<file path="src/rtl/if_stage.sv">
// Instruction fetch stage with IF/ID pipeline register: one outstanding imem request,
// a one-entry stall buffer and an ID redirect. Optional perf counters under IF_STAGE_PERF_EN.
module if_stage #(
    parameter int unsigned     XLEN      = 32,
    parameter logic [XLEN-1:0] RESET_PC  = 32'h0000_0000,
    parameter logic [XLEN-1:0] NOP_INSTR = 32'h0000_0013
) (
    input  logic            clk,
    input  logic            rst,
    input  logic            stall,
    input  logic            redirect,
    input  logic [XLEN-1:0] redirect_pc,
    output logic            imem_req,
    output logic [XLEN-1:0] imem_addr,
    input  logic            imem_gnt,
    input  logic            imem_rvalid,
    input  logic [XLEN-1:0] imem_rdata,
    output logic            if_id_valid,
    output logic [XLEN-1:0] if_id_pc,
    output logic [XLEN-1:0] if_id_instr,
    output logic [4:0]      if_id_rs1,
`ifdef IF_STAGE_PERF_EN
    output logic [31:0]     perf_fetch_cnt,
    output logic [31:0]     perf_stall_cnt,
    output logic [31:0]     perf_kill_cnt,
`endif
    output logic [4:0]      if_id_rs2
);

    typedef enum logic [1:0] {
        S_REQ  = 2'd0,
        S_WAIT = 2'd1,
        S_HOLD = 2'd2
    } state_t;

    state_t          r_state;
    logic [XLEN-1:0] r_pc;
    logic            r_kill;
    logic [XLEN-1:0] r_buf;
    logic            r_buf_valid;
    logic            r_if_id_valid;
    logic [XLEN-1:0] r_if_id_pc;
    logic [XLEN-1:0] r_if_id_instr;

    logic [XLEN-1:0] w_redirect_pc;
    logic            w_deliver_wait;
    logic            w_deliver_hold;
    logic            w_deliver;
    logic [XLEN-1:0] w_deliver_instr;
    logic            w_drop;

    assign w_redirect_pc   = redirect_pc & ~XLEN'(3);
    assign w_deliver_wait  = !redirect && (r_state == S_WAIT) && imem_rvalid && !r_kill && !stall;
    assign w_deliver_hold  = !redirect && (r_state == S_HOLD) && r_buf_valid && !stall;
    assign w_deliver       = w_deliver_wait || w_deliver_hold;
    assign w_deliver_instr = w_deliver_hold ? r_buf : imem_rdata;
    // A response is lost either to a pending kill or to a same-cycle redirect; a held buffer only to a redirect.
    assign w_drop          = ((r_state == S_WAIT) && imem_rvalid && (r_kill || redirect))
                          || ((r_state == S_HOLD) && redirect);

    assign imem_req    = (r_state == S_REQ) && !rst;
    assign imem_addr   = r_pc;
    assign if_id_valid = r_if_id_valid;
    assign if_id_pc    = r_if_id_pc;
    assign if_id_instr = r_if_id_instr;
    assign if_id_rs1   = r_if_id_instr[19:15];
    assign if_id_rs2   = r_if_id_instr[24:20];

    always_ff @(posedge clk or posedge rst) begin
        if (rst) begin
            r_state       <= S_REQ;
            r_pc          <= RESET_PC;
            r_kill        <= 1'b0;
            r_buf         <= '0;
            r_buf_valid   <= 1'b0;
            r_if_id_valid <= 1'b0;
            r_if_id_pc    <= '0;
            r_if_id_instr <= NOP_INSTR;
        end else if (redirect) begin
            r_pc          <= w_redirect_pc;
            r_buf_valid   <= 1'b0;
            r_if_id_valid <= 1'b0;
            r_if_id_pc    <= w_redirect_pc;
            r_if_id_instr <= NOP_INSTR;
            case (r_state)
                S_REQ: begin
                    if (imem_gnt) begin
                        r_state <= S_WAIT;
                        r_kill  <= 1'b1;
                    end
                end
                S_WAIT: begin
                    if (imem_rvalid) begin
                        r_state <= S_REQ;
                        r_kill  <= 1'b0;
                    end else begin
                        r_kill  <= 1'b1;
                    end
                end
                default: begin
                    r_state <= S_REQ;
                    r_kill  <= 1'b0;
                end
            endcase
        end else begin
            if (w_deliver) begin
                r_if_id_valid <= 1'b1;
                r_if_id_pc    <= r_pc;
                r_if_id_instr <= w_deliver_instr;
                r_pc          <= r_pc + XLEN'(4);
            end else if (!stall) begin
                r_if_id_valid <= 1'b0;
                r_if_id_pc    <= r_pc;
                r_if_id_instr <= NOP_INSTR;
            end
            case (r_state)
                S_REQ: begin
                    if (imem_gnt) r_state <= S_WAIT;
                end
                S_WAIT: begin
                    if (imem_rvalid) begin
                        if (r_kill) begin
                            r_kill  <= 1'b0;
                            r_state <= S_REQ;
                        end else if (stall) begin
                            r_buf       <= imem_rdata;
                            r_buf_valid <= 1'b1;
                            r_state     <= S_HOLD;
                        end else begin
                            r_state <= S_REQ;
                        end
                    end
                end
                S_HOLD: begin
                    if (!stall) begin
                        r_buf_valid <= 1'b0;
                        r_state     <= S_REQ;
                    end
                end
                default: r_state <= S_REQ;
            endcase
        end
    end

`ifdef IF_STAGE_PERF_EN
    logic [31:0] r_perf_fetch;
    logic [31:0] r_perf_stall;
    logic [31:0] r_perf_kill;

    always_ff @(posedge clk or posedge rst) begin
        if (rst) begin
            r_perf_fetch <= '0;
            r_perf_stall <= '0;
            r_perf_kill  <= '0;
        end else begin
            if (w_deliver && (r_perf_fetch != '1)) r_perf_fetch <= r_perf_fetch + 32'd1;
            if (stall && (r_perf_stall != '1))     r_perf_stall <= r_perf_stall + 32'd1;
            if (w_drop && (r_perf_kill != '1))     r_perf_kill  <= r_perf_kill + 32'd1;
        end
    end

    assign perf_fetch_cnt = r_perf_fetch;
    assign perf_stall_cnt = r_perf_stall;
    assign perf_kill_cnt  = r_perf_kill;
`else
    logic w_unused_drop;
    assign w_unused_drop = w_drop;
`endif

endmodule
</file>
<file path="config.mk">
export PLATFORM = sky130hd
export DESIGN_NAME = if_stage
export DESIGN_NICKNAME = d
export VERILOG_FILES = /design/src/rtl/if_stage.sv
export SDC_FILE = /design/constraint.sdc
export NUM_CORES = 1
export LEC_CHECK = 0
export ABC_CLOCK_PERIOD_IN_PS = 4900
export BUFFER_PORTS_ARGS = -buffer_cell sky130_fd_sc_hd__buf_2
export CAP_MARGIN = 30
export CORE_MARGIN = 5
export CORE_UTILIZATION = 46
export DETAILED_ROUTE_END_ITERATION = 7
export GPL_TIMING_DRIVEN = 0
export PLACE_DENSITY = 0.75
export SLEW_MARGIN = 20
export SYNTH_ARGS = -nofsm -noshare
export SYNTH_HDL_FRONTEND = slang
export SYNTH_SLANG_ARGS = --single-unit
</file>
<file path="constraint.sdc">
create_clock -name clk -period 4.9 [get_ports clk]
set_input_delay 1.47 -clock clk [delete_from_list [all_inputs] [get_ports clk]]
set_output_delay 1.47 -clock clk [all_outputs]
set_load 0.1 [all_outputs]
</file>
# After elaboration in Yosys (flattened, before gate mapping)

Cells that the tools add are included.

Add/subtract/negate cells: 1
Equal/unequal tests: 9
Multiplexer cells: 32
Bitwise operators: 2
Reduce and logical (&&, ||, !) cells: 22

Operators by type and width:

| kind                                                                    | number |
|---|---|
| 32-bit 2-to-1 mux                                                       | 9 |
| 32-bit by 3-bit adder with 32-bit output, second input constant         | 1 |
| 3-bit inequality test, second input constant                            | 5 |
| 2-bit 2-to-1 mux                                                        | 7 |
| 1-bit 2-to-1 mux                                                        | 12 |
| 5-bit AND reduction                                                     | 2 |
| 1-bit logical AND                                                       | 8 |
| 2-bit one-hot mux with 3 select lines                                   | 1 |
| 2-bit nonzero test                                                      | 3 |
| 1-bit zero test                                                         | 4 |
| 1-bit one-hot mux with 2 select lines                                   | 2 |
| 2-bit one-hot mux with 2 select lines                                   | 1 |
| 3-bit by 1-bit inequality test with 1-bit output, second input constant | 1 |
| 3-bit AND reduction                                                     | 1 |
| 3-bit nonzero test                                                      | 1 |
| 2-bit by 1-bit == test with 1-bit output, second input constant         | 1 |
| 2-bit == test, second input constant                                    | 1 |
| 2-bit zero test                                                         | 1 |
| 2-bit inequality test, second input constant                            | 1 |
| 1-bit inverter                                                          | 2 |
| 2-bit AND reduction                                                     | 1 |
| 1-bit logical OR                                                        | 1 |

Bits in registers: 133
Logic and storage cells: 74

# Logic depth before layout (Yosys ltp)

Word-level depth: 8
Gate-level depth with buffers: 7
Depth with buffers taken out: 6

# Worst setup path before layout

No wires, ideal clock.

Kind: input to output
Start point: input port rst
End point: output port imem_req
Data arrival time: 3.497 ns
Required time: 3.430 ns
Slack: -0.067 ns
Stages: 1
Path buffers: 0
Cell sequence: nor3_1

Cells in the longest elaborated chain, start to end: 2

RTL lines:

| what                             | line | text |
|---|---|---|
| start: declaration               | 9    | `input logic rst,` |
| 1-bit zero test (no source line) | --   |  |
| 1-bit logical AND                | 61   | `assign imem_req = (r_state == S_REQ) && !rst;` |
| end: declaration                 | 13   | `output logic imem_req,` |

No other way between the ends.

# Worst setup path after layout

Same ends and word-level chain as after synthesis.

==> results_dict.tcl <==
set metrics [dict create \
    power.ir.vdd_worst_mv 0.222 \
    register_to_register_path_depth 5 \
    synth_fa_ha_area_share_pct 0.208 \
    synth-edff-count 0 \
    synth_top_flop_cell "sky130_fd_sc_hd__dfrtp_1" \
    cts_hold_repair.buffers 0 \
    start_util_pct 47.3 \
    first_pass_grt_wire_length_mm 26.2 \
    min_from "if_id_instr[28]$_DFFE_PP0P_" \
    cpPeakStageDelay_ns 0.44 \
    count_of_endpoints_failing_hold_in_the_final_timing_report 0 \
    hp-class "flop to flop" \
    ys_seq_elements 130 \
    post-route-min-period_ns 3.59 \
    io_buffers 172 \
    critical_path.endpoint_type "output pin" \
    crit_path_cell_trace "buf_2 -> nor3_2 -> buf_2" \
    chipWidth_microns 124 \
    ioPinCount 178 \
    synth_warnings 0 \
    post_synth_xor_xnor_area_pct 3.20 \
    fin_setup_tns_ns 0 \
    worst-setup-path-type "input pin to output pin" \
    area_delta_synth_final_pct 29.6 \
    power.density_mw_per_mm2 462 \
    postRouteAntennaNets 0 \
    timing.fmax_mhz 278 \
    synth.distinct_cells 41 \
    detail_route.iter0.violations 347 \
    reg2reg_from "r_state[0]$_DFFE_PP0P_" \
    via_count_of_the_first_global_routing_pass 5046 \
    clkTransAtPathRegs_ns 0.05 \
    synth_top_family_by_area "multiplexers" \
    outcome "complete, no violations" \
    post_cts_resize_count 0 \
    placeableCoreArea_sq_mm 0.0127 \
    vias 4981 \
    leakagePower_nw 3.61 \
    post_synth_and_or_nand_nor_area_fraction_pct 11.4 \
    post-route-drc-count 0 \
    hpwl_mm 12.0 \
    final.period_utilization_pct 73.4 \
    cts_tree "yes" \
    critPathMaxFanout 2 \
    synth-async-reset-ratio_pct 100 \
    yosys-mux-area-fraction_pct 16.5 \
    slew_headroom_pct 33.0 \
    crit_slowest_cell "sky130_fd_sc_hd__buf_2" \
    drv_cap 0 \
    finalHoldWorstSlack_ns 0.470 \
    largest_net_degree_at_the_start_of_global_routing 36 \
    drt-vias-per-instance 5.35 \
    worst_setup_timing_slack_at_the_placement_stage_ns 1.30 \
    cp_common_cell "sky130_fd_sc_hd__buf_2" \
    syn-cell-area_sq_mm 0.00601 \
    rows 41 \
    number_of_failing_setup_endpoints_in_the_final_timing_report 0 \
    finalNetCount 816 \
    r2r_slack_ns 2.37 \
    clock_sinks 130 \
    die_area_sq_mm 0.0155 \
    average_wire_length_per_cell_after_detail_routing_microns 17.3 \
    data_required_time_of_the_critical_path_ns 3.43 \
    startpoint_type "input pin" \
    dieHeight_microns 124 \
    number_of_clock_buffers_inserted_by_tritoncts 17 \
    worstHoldPathCells 2 \
    groute.usage.overall_pct 20.9 \
    crit_arrival_ns 2.12 \
    hold-path-endpoint "if_id_instr[28]$_DFFE_PP0P_" \
    timing.final.ws_setup_ns 1.31 \
    rsz0062_at_grt "false" \
    worst_r2r_endpoint "imem_addr[25]$_DFFE_PP0P_" \
    clock_latency_ns 0.41 \
    clock_tree.root_cell "sky130_fd_sc_hd__clkbuf_16" \
    layout-drive-gt1-share_pct 34.7 \
    globalRoute.totalOverflow 0 \
    synthesis.area_per_instance_sq_um 11.0 \
    grt_antenna_before_repair 1 \
    synthesis.instances 549 \
    wirelength_mm 16.1 \
    clk_path_buf_depth 2 \
    routability_driven_placement_congestion_ratio 0.896 \
    worst-slew-pin-transition_ns 1.00 \
    report.final.slew_viol_count 0 \
    h-tree-depth 4 \
    clock-skew-final_ns 0.00699 \
    ys_seq_area_share_pct 54.2 \
    drt_first_pass_iters 5 \
    synth_compound_gate_area_share_pct 10.0 \
    cts_post_setup_buffers_inserted 0 \
]
[area by class of cell]
class	count	area (sq um)
fillers	1099	4930
flip-flops and latches	130	3260
multi-input cells	366	2500
repair buffers	176	948
clock buffers	27	503
plain buffers	45	234
well taps	172	215
clock inverters	5	100
inverters	9	37.5
diodes	1	2.50
[worst max path at each step]
stage / start / to
2_1_floorplan: rst / imem_req
3_3_place_gp: rst / r_buf[0]$_DFFE_PP0P_
3_5_place_dp: rst / imem_req
4_1_cts: rst / imem_req
5_1_grt: rst / imem_req
6_report: rst / imem_req
[Yosys cell counts (12+ instances only)]
cell type / count / share of area, %
sky130_fd_sc_hd__a21oi_1: 58 / 4.8
sky130_fd_sc_hd__buf_4: 13 / 1.6
sky130_fd_sc_hd__clkbuf_1: 24 / 1.5
sky130_fd_sc_hd__dfrtp_1: 127 / 53
sky130_fd_sc_hd__mux2_2: 32 / 6.0
sky130_fd_sc_hd__mux2i_1: 62 / 10
sky130_fd_sc_hd__nand2_1: 38 / 2.4
sky130_fd_sc_hd__nand3_1: 12 / 1.0
sky130_fd_sc_hd__nand4_1: 16 / 1.7
sky130_fd_sc_hd__nor2_1: 42 / 2.6
sky130_fd_sc_hd__o21ai_0: 35 / 2.9
sky130_fd_sc_hd__xor2_1: 14 / 2.0
[registers in the layout, indices dropped and copies added, names as in the netlist]
register and count:
r_state 2, if_id_valid 1, r_buf_valid 1, if_id_instr 32, if_id_pc 31, r_kill 1, imem_addr 30, r_buf 32
[cells by family (layout without fill, tap and decap cells)]
logic type / after synthesis / after routing
other: 1 / 3
flip-flops: 130 / 130
XOR/XNOR: 22 / 22
buffers and inverters: 54 / 262
AO/OA/AOI/OAI: 108 / 108
adder cells (fa/ha/maj): 1 / 1
multiplexers: 95 / 95
AND/OR/NAND/NOR: 138 / 138
[through the flow]
stage | power, mW | util [%] | area, sq um | cells
floorplan | 2.12 | - | 6030 | 550
detailed placement | 2.33 | 56.5 | 7190 | 898
CTS | 3.62 | 61.3 | 7790 | 930
global route | 3.74 | 61.3 | 7800 | 931
finish | 3.60 | 61.3 | 7800 | 931
global placement | 2.29 | 55.8 | 7100 | 894
[worst max-delay path: cells and delay by family]
| kind | cells | cell delay (ns) |
|---|---|---|
| buffers and inverters | 2 | 0.56 |
| AND/OR/NAND/NOR | 1 | 0.09 |
[routing by layer]
metal | track usage, % | routed length, microns
met5 | 0 | 0
met4 | 9.03 | 360
met3 | 5.23 | 993
met2 | 33.0 | 7870
met1 | 27.3 | 6850
[cell usage in the layout (no fill, tap or decap), types with 4 or more instances in the layout]
cell type	Yosys	layout
sky130_fd_sc_hd__nand4_1	16	16
sky130_fd_sc_hd__clkbuf_8	0	4
sky130_fd_sc_hd__and3_1	4	4
sky130_fd_sc_hd__xor2_1	14	14
sky130_fd_sc_hd__nand2_1	38	38
sky130_fd_sc_hd__buf_4	13	13
sky130_fd_sc_hd__xnor2_1	8	8
sky130_fd_sc_hd__mux2i_1	62	62
sky130_fd_sc_hd__buf_2	7	179
sky130_fd_sc_hd__nor2_1	42	42
sky130_fd_sc_hd__clkbuf_16	0	17
sky130_fd_sc_hd__and2_1	6	6
sky130_fd_sc_hd__inv_1	9	8
sky130_fd_sc_hd__nand3_1	12	12
sky130_fd_sc_hd__mux2_2	32	32
sky130_fd_sc_hd__dfrtp_1	127	127
sky130_fd_sc_hd__o21ai_0	35	35
sky130_fd_sc_hd__a211oi_1	7	7
sky130_fd_sc_hd__clkbuf_1	24	30
sky130_fd_sc_hd__a21oi_1	58	58
[report_power, final]
| part | leakage, nW | internal, mW | total, mW | switching [mW] |
|---|---|---|---|---|
| registers | 1.57 | 1.27 | 1.39 | 0.127 |
| logic | 1.74 | 0.245 | 0.918 | 0.673 |
| clock network | 0.296 | 0.853 | 1.29 | 0.433 |
Note: power is estimated with default switching activity, not from simulation.
